$ cat config.mk
export PLATFORM = sky130hd
export DESIGN_NAME = inst_prefetch_queue
export DESIGN_NICKNAME = d
export VERILOG_FILES = /design/src/rtl/inst_prefetch_queue.sv
export SDC_FILE = /design/constraint.sdc
export NUM_CORES = 1
export LEC_CHECK = 0
export CORE_MARGIN = 2
export CORE_UTILIZATION = 59
export CTS_BUF_LIST = sky130_fd_sc_hd__clkbuf_4 sky130_fd_sc_hd__clkbuf_8
export DETAILED_ROUTE_END_ITERATION = 8
export DONT_BUFFER_PORTS = 1
export GPL_TIMING_DRIVEN = 0
export PLACE_DENSITY = 0.83
export SETUP_SLACK_MARGIN = 0.5
export SLEW_MARGIN = 15
export SYNTH_ARGS = -nofsm -noshare
export SYNTH_HDL_FRONTEND = slang
export SYNTH_SLANG_ARGS = --single-unit
$ cat constraint.sdc
create_clock -name clk -period 2.9 [get_ports clk]
set_input_delay 0.29 -clock clk [delete_from_list [all_inputs] [get_ports clk]]
set_output_delay 0.29 -clock clk [all_outputs]
set_load 0.05 [all_outputs]
$ cat src/rtl/inst_prefetch_queue.sv
`default_nettype none
// ============================================================================
// Module   : inst_prefetch_queue
// Brief    : Sequential instruction fetch into a 1-cycle synchronous ROM,
//            DEPTH-entry buffer of {inst, PC}, valid/ready head to decode,
//            redirect with flush.
// Revision : 1.0 - initial release
// ============================================================================
module inst_prefetch_queue #(
  parameter int              XLEN     = 32,
  parameter int              DEPTH    = 4,
  parameter logic [XLEN-1:0] RESET_PC = '0
) (
  input  logic                       clk,
  input  logic                       rst,
  input  logic                       i_Redirect_1,
  input  logic [XLEN-1:0]            i_RedirectPC_32,
  output logic [XLEN-1:0]            o_RomAddr_32,
  output logic                       o_RomReq_1,
  input  logic [XLEN-1:0]            i_RomData_32,
  output logic                       o_Valid_1,
  output logic [XLEN-1:0]            o_Inst_32,
  output logic [XLEN-1:0]            o_PC_32,
  output logic [XLEN-1:0]            o_PCPlus4_32,
  input  logic                       i_Ready_1,
  output logic [$clog2(DEPTH+1)-1:0] o_Count
);

  localparam int PW = $clog2(DEPTH);
  localparam int CW = $clog2(DEPTH+1);
  // One extra bit so count + inflight can reach DEPTH without overflow
  localparam int OW = CW + 1;
  localparam logic [OW-1:0] c_DEPTH = OW'(DEPTH);

  logic [XLEN-1:0] fpc_q, fpc_d;
  logic            inflight_q, inflight_d;
  logic [XLEN-1:0] ipc_q, ipc_d;
  logic [PW-1:0]   rd_q, rd_d;
  logic [PW-1:0]   wr_q, wr_d;
  logic [CW-1:0]   count_q, count_d;

  logic [XLEN-1:0] mem_inst_q [DEPTH];
  logic [XLEN-1:0] mem_pc_q   [DEPTH];

  logic            w_pop;
  logic            w_push;
  logic            w_issue;
  logic [OW-1:0]   w_occ;

  // Handshake and fetch-credit: an issue is allowed only when the slot the
  // returning word will need is guaranteed free, counting this cycle's pop.
  always_comb begin
    w_pop   = (count_q != '0) && i_Ready_1;
    w_occ   = OW'(count_q) + OW'(inflight_q) - OW'(w_pop);
    w_issue = !rst && !i_Redirect_1 && (w_occ < c_DEPTH);
    w_push  = inflight_q && !i_Redirect_1;
  end

  // Next-state: redirect flushes everything and restarts fetch at the target
  always_comb begin
    fpc_d      = fpc_q;
    inflight_d = 1'b0;
    ipc_d      = ipc_q;
    rd_d       = rd_q;
    wr_d       = wr_q;
    count_d    = count_q;
    if (i_Redirect_1) begin
      fpc_d   = i_RedirectPC_32;
      rd_d    = '0;
      wr_d    = '0;
      count_d = '0;
    end else begin
      if (w_push) wr_d = wr_q + PW'(1);
      if (w_pop)  rd_d = rd_q + PW'(1);
      count_d = count_q + CW'(w_push) - CW'(w_pop);
      if (w_issue) begin
        inflight_d = 1'b1;
        ipc_d      = fpc_q;
        fpc_d      = fpc_q + XLEN'(4);
      end
    end
  end

  // Control state register with synchronous reset
  always_ff @(posedge clk) begin
    if (rst) begin
      fpc_q      <= RESET_PC;
      inflight_q <= 1'b0;
      ipc_q      <= '0;
      rd_q       <= '0;
      wr_q       <= '0;
      count_q    <= '0;
    end else begin
      fpc_q      <= fpc_d;
      inflight_q <= inflight_d;
      ipc_q      <= ipc_d;
      rd_q       <= rd_d;
      wr_q       <= wr_d;
      count_q    <= count_d;
    end
  end

  // Queue storage; contents need no reset since count gates visibility
  always_ff @(posedge clk) begin
    if (w_push && !rst) begin
      mem_inst_q[wr_q] <= i_RomData_32;
      mem_pc_q[wr_q]   <= ipc_q;
    end
  end

  // Head presentation and ROM port
  always_comb begin
    o_RomAddr_32 = fpc_q;
    o_RomReq_1   = w_issue;
    o_Valid_1    = (count_q != '0);
    o_Inst_32    = mem_inst_q[rd_q];
    o_PC_32      = mem_pc_q[rd_q];
    o_PCPlus4_32 = mem_pc_q[rd_q] + XLEN'(4);
    o_Count      = count_q;
  end

endmodule
`default_nettype wire

== Word-level counts from Yosys, hierarchy flattened ==
Memory sizes are Yosys's and may differ from the RTL's. A register that Yosys moved wholly into a read port is not among the register bits.
Index checks and enable logic that the tools add are counted.
W data, S select, Z words.
Cells by class
  bitwise operators: 1
  reductions and logical operators: 11
  magnitude comparators: 1
  add/subtract/negate cells: 8
  muxes and demuxes: 9
Operators by type and width (count)
  $add A32 B3 Y32 const B: 2
  $mux W32: 2
  $mux W2: 4
  $logic_and A1 B1 Y1: 5
  $add A2 B1 Y2 const B: 2
  $add A3 B1 Y4: 1
  $lt A4 B3 Y1 const B: 1
  $sub A4 B1 Y4: 1
  $add A3 B1 Y3: 1
  $mux W1: 3
  $reduce_bool A3 Y1: 1
  $sub A3 B1 Y3: 1
  $logic_not A1 Y1: 2
  $reduce_and A2 Y1: 1
  $reduce_bool A2 Y1: 1
  $reduce_or A2 Y1: 1
  $not A1 Y1: 1
Word-level totals
  input bits: 68
  flip-flop bits (word level): 72
  output and inout bits: 133
  memories kept: 2
  logic and storage cells: 38
  bits in writable memories: 256
Memories
  mem_inst_q: depth 4, bits a word 32, read ports 1, clocked after Yosys merged registers in 1, wr ports 1, RTL line 42  | logic [XLEN-1:0] mem_inst_q [DEPTH];
  mem_pc_q: depth 4, bits a word 32, read ports 1, clocked after Yosys merged registers in 1, wr ports 1, RTL line 43  | logic [XLEN-1:0] mem_pc_q [DEPTH];

== Longest topological paths before layout ==
  word-level depth: 7
  gate-level depth with buffers: 12
  gate-level depth less buffers: 11

== Least setup slack after synthesis ==
No wires, ideal clock.
  kind: register to register
  from: register count_q[1] (netlist: o_Count[1])
  to: register fpc_q[21] (netlist: o_RomAddr_32[21])
  required time: 2.768 ns
  arrival: 3.610 ns
  path slack: -0.842 ns
  cell stages (with the launch flop): 13
  library setup time: 0.132 ns
  cell sequence: dfxtp_1 > or3_1 > and2_1 > ha_1 > inv_1 > ha_1 > and3b_1 > or4_1 > clkbuf_1 > buf_2 > a2111oi_0 > mux2i_1 > a21oi_1
Between the ends
  longest elaborated chain between the ends: 6
Ends and longest elaborated chain
  start: declaration: RTL line 40  | logic [CW-1:0] count_q, count_d;
  start signal: assignment: RTL line 99  | count_q <= count_d;
  $reduce_bool A3 Y1
  via o_Valid_1: RTL line 21  | output logic o_Valid_1,
  $logic_and A1 B1 Y1: RTL line 53  | w_pop = (count_q != '0) && i_Ready_1;
  via w_pop: RTL line 45  | logic w_pop;
  $sub A4 B1 Y4: RTL line 54  | w_occ = OW'(count_q) + OW'(inflight_q) - OW'(w_pop);
  $lt A4 B3 Y1: RTL line 55  | w_issue = !rst && !i_Redirect_1 && (w_occ < c_DEPTH);
  $logic_and A1 B1 Y1: RTL line 55
  $reduce_bool A2 Y1 (no line)
  end signal: assignment: RTL line 94  | fpc_q <= fpc_d;
  end: declaration: RTL line 35  | logic [XLEN-1:0] fpc_q, fpc_d;
The timed path passes the listed nets, and every way through them passes these cells.
A chain may end at the register's enable or synchronous reset.

==> flow_metrics.py <==
metrics = {
    "outcome": {
        "status": "finished with violations",
        "violations": "setup timing",
    },
    "routing": {
        "vias": 9003,
        "ant_nets": 0,
        "drt-total-wl_um": 38300,
        "wl_per_cell_um": 27.6,
        "drc": 0,
        "drt_pass1_iterations": 7,
        "via_per_inst": 6.50,
        "drt_iter0_drc": 742,
    },
    "setup_path": {
        "crit_arrival_ns": 3.48,
        "crit_chain": "buf_8 > buf_4 > mux4_2 > nand4_4 > nor4_4 > buf_4 > or4b_4 > xnor2_4",
        "cp-start-kind": "flop",
        "cp-end-kind": "output pin",
        "critPathMaxFanout": 5,
        "cp_common_cell": "buf_4",
        "r2r-start": "o_Count[0]$_SDFF_PP0_",
        "slowest_delay_ns": 0.68,
        "crit_type": "flop to output pin",
        "cp.required_ns": 2.61,
        "slowest_stage": "mux4_2",
    },
    "logic_synthesis": {
        "synth_most_common_cell": "edfxtp_1",
        "yosysWarnings": 0,
        "syn_avg_cell_area_um2": 15.6,
        "yosys.area.top_type": "edfxtp_1",
        "ys.flop_type": "edfxtp_1",
        "yosysSeqAreaShare": 0.683,
        "netlist-cell-type-count": 49,
        "syn_area_um2": 13400,
        "synth_top_area_share": 0.572,
        "async_flop_share": 0,
        "ys_top_cells_by_count": "edfxtp_1, nand2_1, dfxtp_1",
        "ys_seq_elements": 330,
        "postSynthCellCount": 861,
        "synth_nets": 941,
        "synth.area.top_cells": "edfxtp_1, dfxtp_1, mux4_2, xnor2_1, nand2_1",
        "synth_edf_count": 256,
    },
    "floorplanning": {
        "core_um2": 22500,
        "dieWidth_um": 155,
        "start_util": 0.597,
        "die_y_um": 155,
        "ios": 201,
        "die-area_um2": 24000,
        "rows": 55,
    },
    "sta": {
        "setup_slack_ns": -0.873,
        "setup_viol": 103,
        "drv_slew": 0,
        "timing.fmax_mhz": 265,
        "min_period_over_period": 1.30,
        "tightest_slew_ns": 1.06,
        "tns_ns": -57.21,
        "slew_headroom": 0.293,
        "finClkSkew_ns": 0.0462,
        "rsz0062_at_grt": "yes",
        "hold_viol": 0,
        "fin_crit_ns": 3.77,
    },
    "clock_tree": {
        "worst_skew_pair.late_latency_ns": 0.59,
        "cts_buffers": 50,
        "cts_num_sinks": 330,
        "cts_max_path_buffers": 3,
        "h-tree-depth": 2,
        "clockRootBuffer": "clkbuf_8",
        "path_clk_slew_ns": 0.07,
        "cts_tree": "yes",
    },
    "hold_path": {
        "hp-class": "input port to flop",
        "worstHoldStart": "i_RedirectPC_32[29]",
    },
    "cells_and_area": {
        "fillCellCount": 1002,
        "final_util": 0.817,
        "areaGrowthSynthToFinish_pct": 36.8,
        "final_layout_size_suffix_gt1_frac": 0.421,
        "final_net_count": 1140,
        "diodes": 0,
    },
    "grt": {
        "antenna_found_initial": 0,
        "grt_use_total": 0.282,
        "grt_overflow": 0,
        "grt_pass1_wl_um": 50900,
        "grt_pass1_vias": 8866,
        "grt_max_degree": 51,
    },
    "placement": {
        "hpwl_um": 19400,
        "io_buffers": 0,
        "gp_congestion": 0.914,
    },
    "power": {
        "comb_power_share": 0.088,
        "p_int_w": 0.00776,
        "seqPwrFrac": 0.520,
        "p_per_area_nw_per_um2": 564,
        "swShare": 0.252,
        "ir_worst_vdd_mv": 0.446,
        "p_clk_frac": 0.391,
        "leakage_nw": 6.25,
        "p_sw_w": 0.00261,
    },
    "flow_run": {
        "max_cap_viol_count": 0,
    },
}
through the flow:
| step | std cells | instance area (um^2) | setup WS, ns | total power (W) | hold slack, ns |
|---|---|---|---|---|---|
| after floorplan | 861 | 14200 | -0.285 | 0.00588 | 0.389 |
| after global placement | 1146 | 14600 | -0.787 | 0.00599 | 0.389 |
| after detailed placement | 1150 | 14700 | -0.777 | 0.00601 | 0.389 |
| after CTS | 1354 | 17500 | -0.857 | 0.0101 | 0.0393 |
| after global routing | 1386 | 18400 | -0.984 | 0.0106 | 0.0767 |
| final | 1386 | 18400 | -0.873 | 0.0104 | 0.0640 |
area by class of cell:
class | count | area, um^2 | area share
clock buffer | 79 | 943 | 0.0513
inverter | 19 | 82.6 | 0.00449
timing repair buffer | 147 | 1660 | 0.0901
buffer | 49 | 509 | 0.0277
clock inverter | 14 | 114 | 0.00620
tap | 285 | 357 | 0.0194
sequential | 330 | 9180 | 0.500
multi-input combinational | 463 | 5540 | 0.301
path summary, 6_finish.rpt:
path	end	slack [ns]	cells after the start
worst max-delay path	o_PCPlus4_32[30]	-0.87	8
worst min-delay path	o_RomAddr_32[29]$_SDFFE_PP0P_	0.06	3
worst max register to register	o_RomAddr_32[17]$_SDFFE_PP0P_	-0.82	13
worst min register to register	mem_pc_q[3][1]$_DFFE_PP_	0.51	0
power groups by stage:
stage | logic [W] | clock network [W] | registers (W)
2_1_floorplan | 0.000452 | 0 | 0.00543
3_3_place_gp | 0.000525 | 0 | 0.00546
3_5_place_dp | 0.000539 | 0 | 0.00547
4_1_cts | 0.000766 | 0.00398 | 0.00537
5_1_grt | 0.000947 | 0.00425 | 0.00540
6_report | 0.000914 | 0.00406 | 0.00540
registers in the layout (all words and copies together), names as in the netlist, named ones only:
signal,flops
mem_inst_q,128
mem_pc_q,128
ipc_q,32
o_RomAddr_32,32
o_Count,3
rd_q,2
wr_q,2
inflight_q,1
repair_timing:
item / 4_1_cts / 5_1_grt
pin swaps: 74 / 68
buffers inserted: 43 / 30
endpoints found under the hold margin: 158 / 0
resized for setup: 166 / 138
hold buffers: 63 / 0
setup endpoints to repair: 142 / 146
gates cloned: 5 / 2
critical path: cells and delay by family (launching register included):
family / cells / cell delay (ns)
flops: 1 / 0.32
simple gates: 3 / 1.00
xor+xnor: 1 / 0.41
buf+inv: 3 / 0.46
mux: 1 / 0.68
routing by layer:
| layer | share of wire | up-vias | wire, um | global-route usage |
|---|---|---|---|---|
| met3 | 0.086 | 135 | 3310 | 0.0607 |
| met5 | 0 | - | 0 | 0 |
| li1 | - | 3752 | - | - |
| met2 | 0.51 | 574 | 19600 | 0.482 |
| met4 | 0.041 | 0 | 1570 | 0.112 |
| met1 | 0.36 | 4542 | 13800 | 0.354 |
cell usage in the layout, fill, tap and decap left out, types with 5 or more instances in the layout:
master / synthesis / layout
inv_1: 18 / 11
buf_8: 0 / 14
nand3_4: 0 / 6
nand4_1: 22 / 22
a21oi_2: 0 / 32
and3_1: 15 / 10
buf_16: 0 / 5
nor3_1: 12 / 6
clkbuf_16: 0 / 5
buf_6: 3 / 39
nor2_1: 39 / 35
a2111oi_4: 0 / 10
buf_12: 0 / 14
xnor2_1: 38 / 13
nand2_4: 0 / 32
mux4_2: 59 / 64
clkbuf_1: 30 / 18
nor2b_1: 11 / 11
buf_4: 5 / 29
edfxtp_1: 256 / 256
xor2_4: 0 / 7
and2_1: 9 / 8
nand3_1: 22 / 14
clkbuf_8: 0 / 57
ha_1: 11 / 6
nand2_2: 0 / 13
dlygate4sd3_1: 0 / 63
a211oi_1: 23 / 11
xnor2_4: 0 / 21
clkbuf_4: 0 / 25
clkinv_1: 1 / 8
nand2_1: 88 / 43
dfxtp_1: 74 / 70
a211oi_2: 0 / 9
cells by family (layout without fill, tap and decap cells):
kind of cell	after synthesis	in the layout	synth area share
compound gates	94	94	0.0499
xor+xnor	47	47	0.0307
fa+ha+maj	12	12	0.0117
buf+inv	68	308	0.0228
flops	330	330	0.683
mux	69	69	0.112
simple gates	241	241	0.0896
No activity file was read; power rests on OpenSTA's default activity.
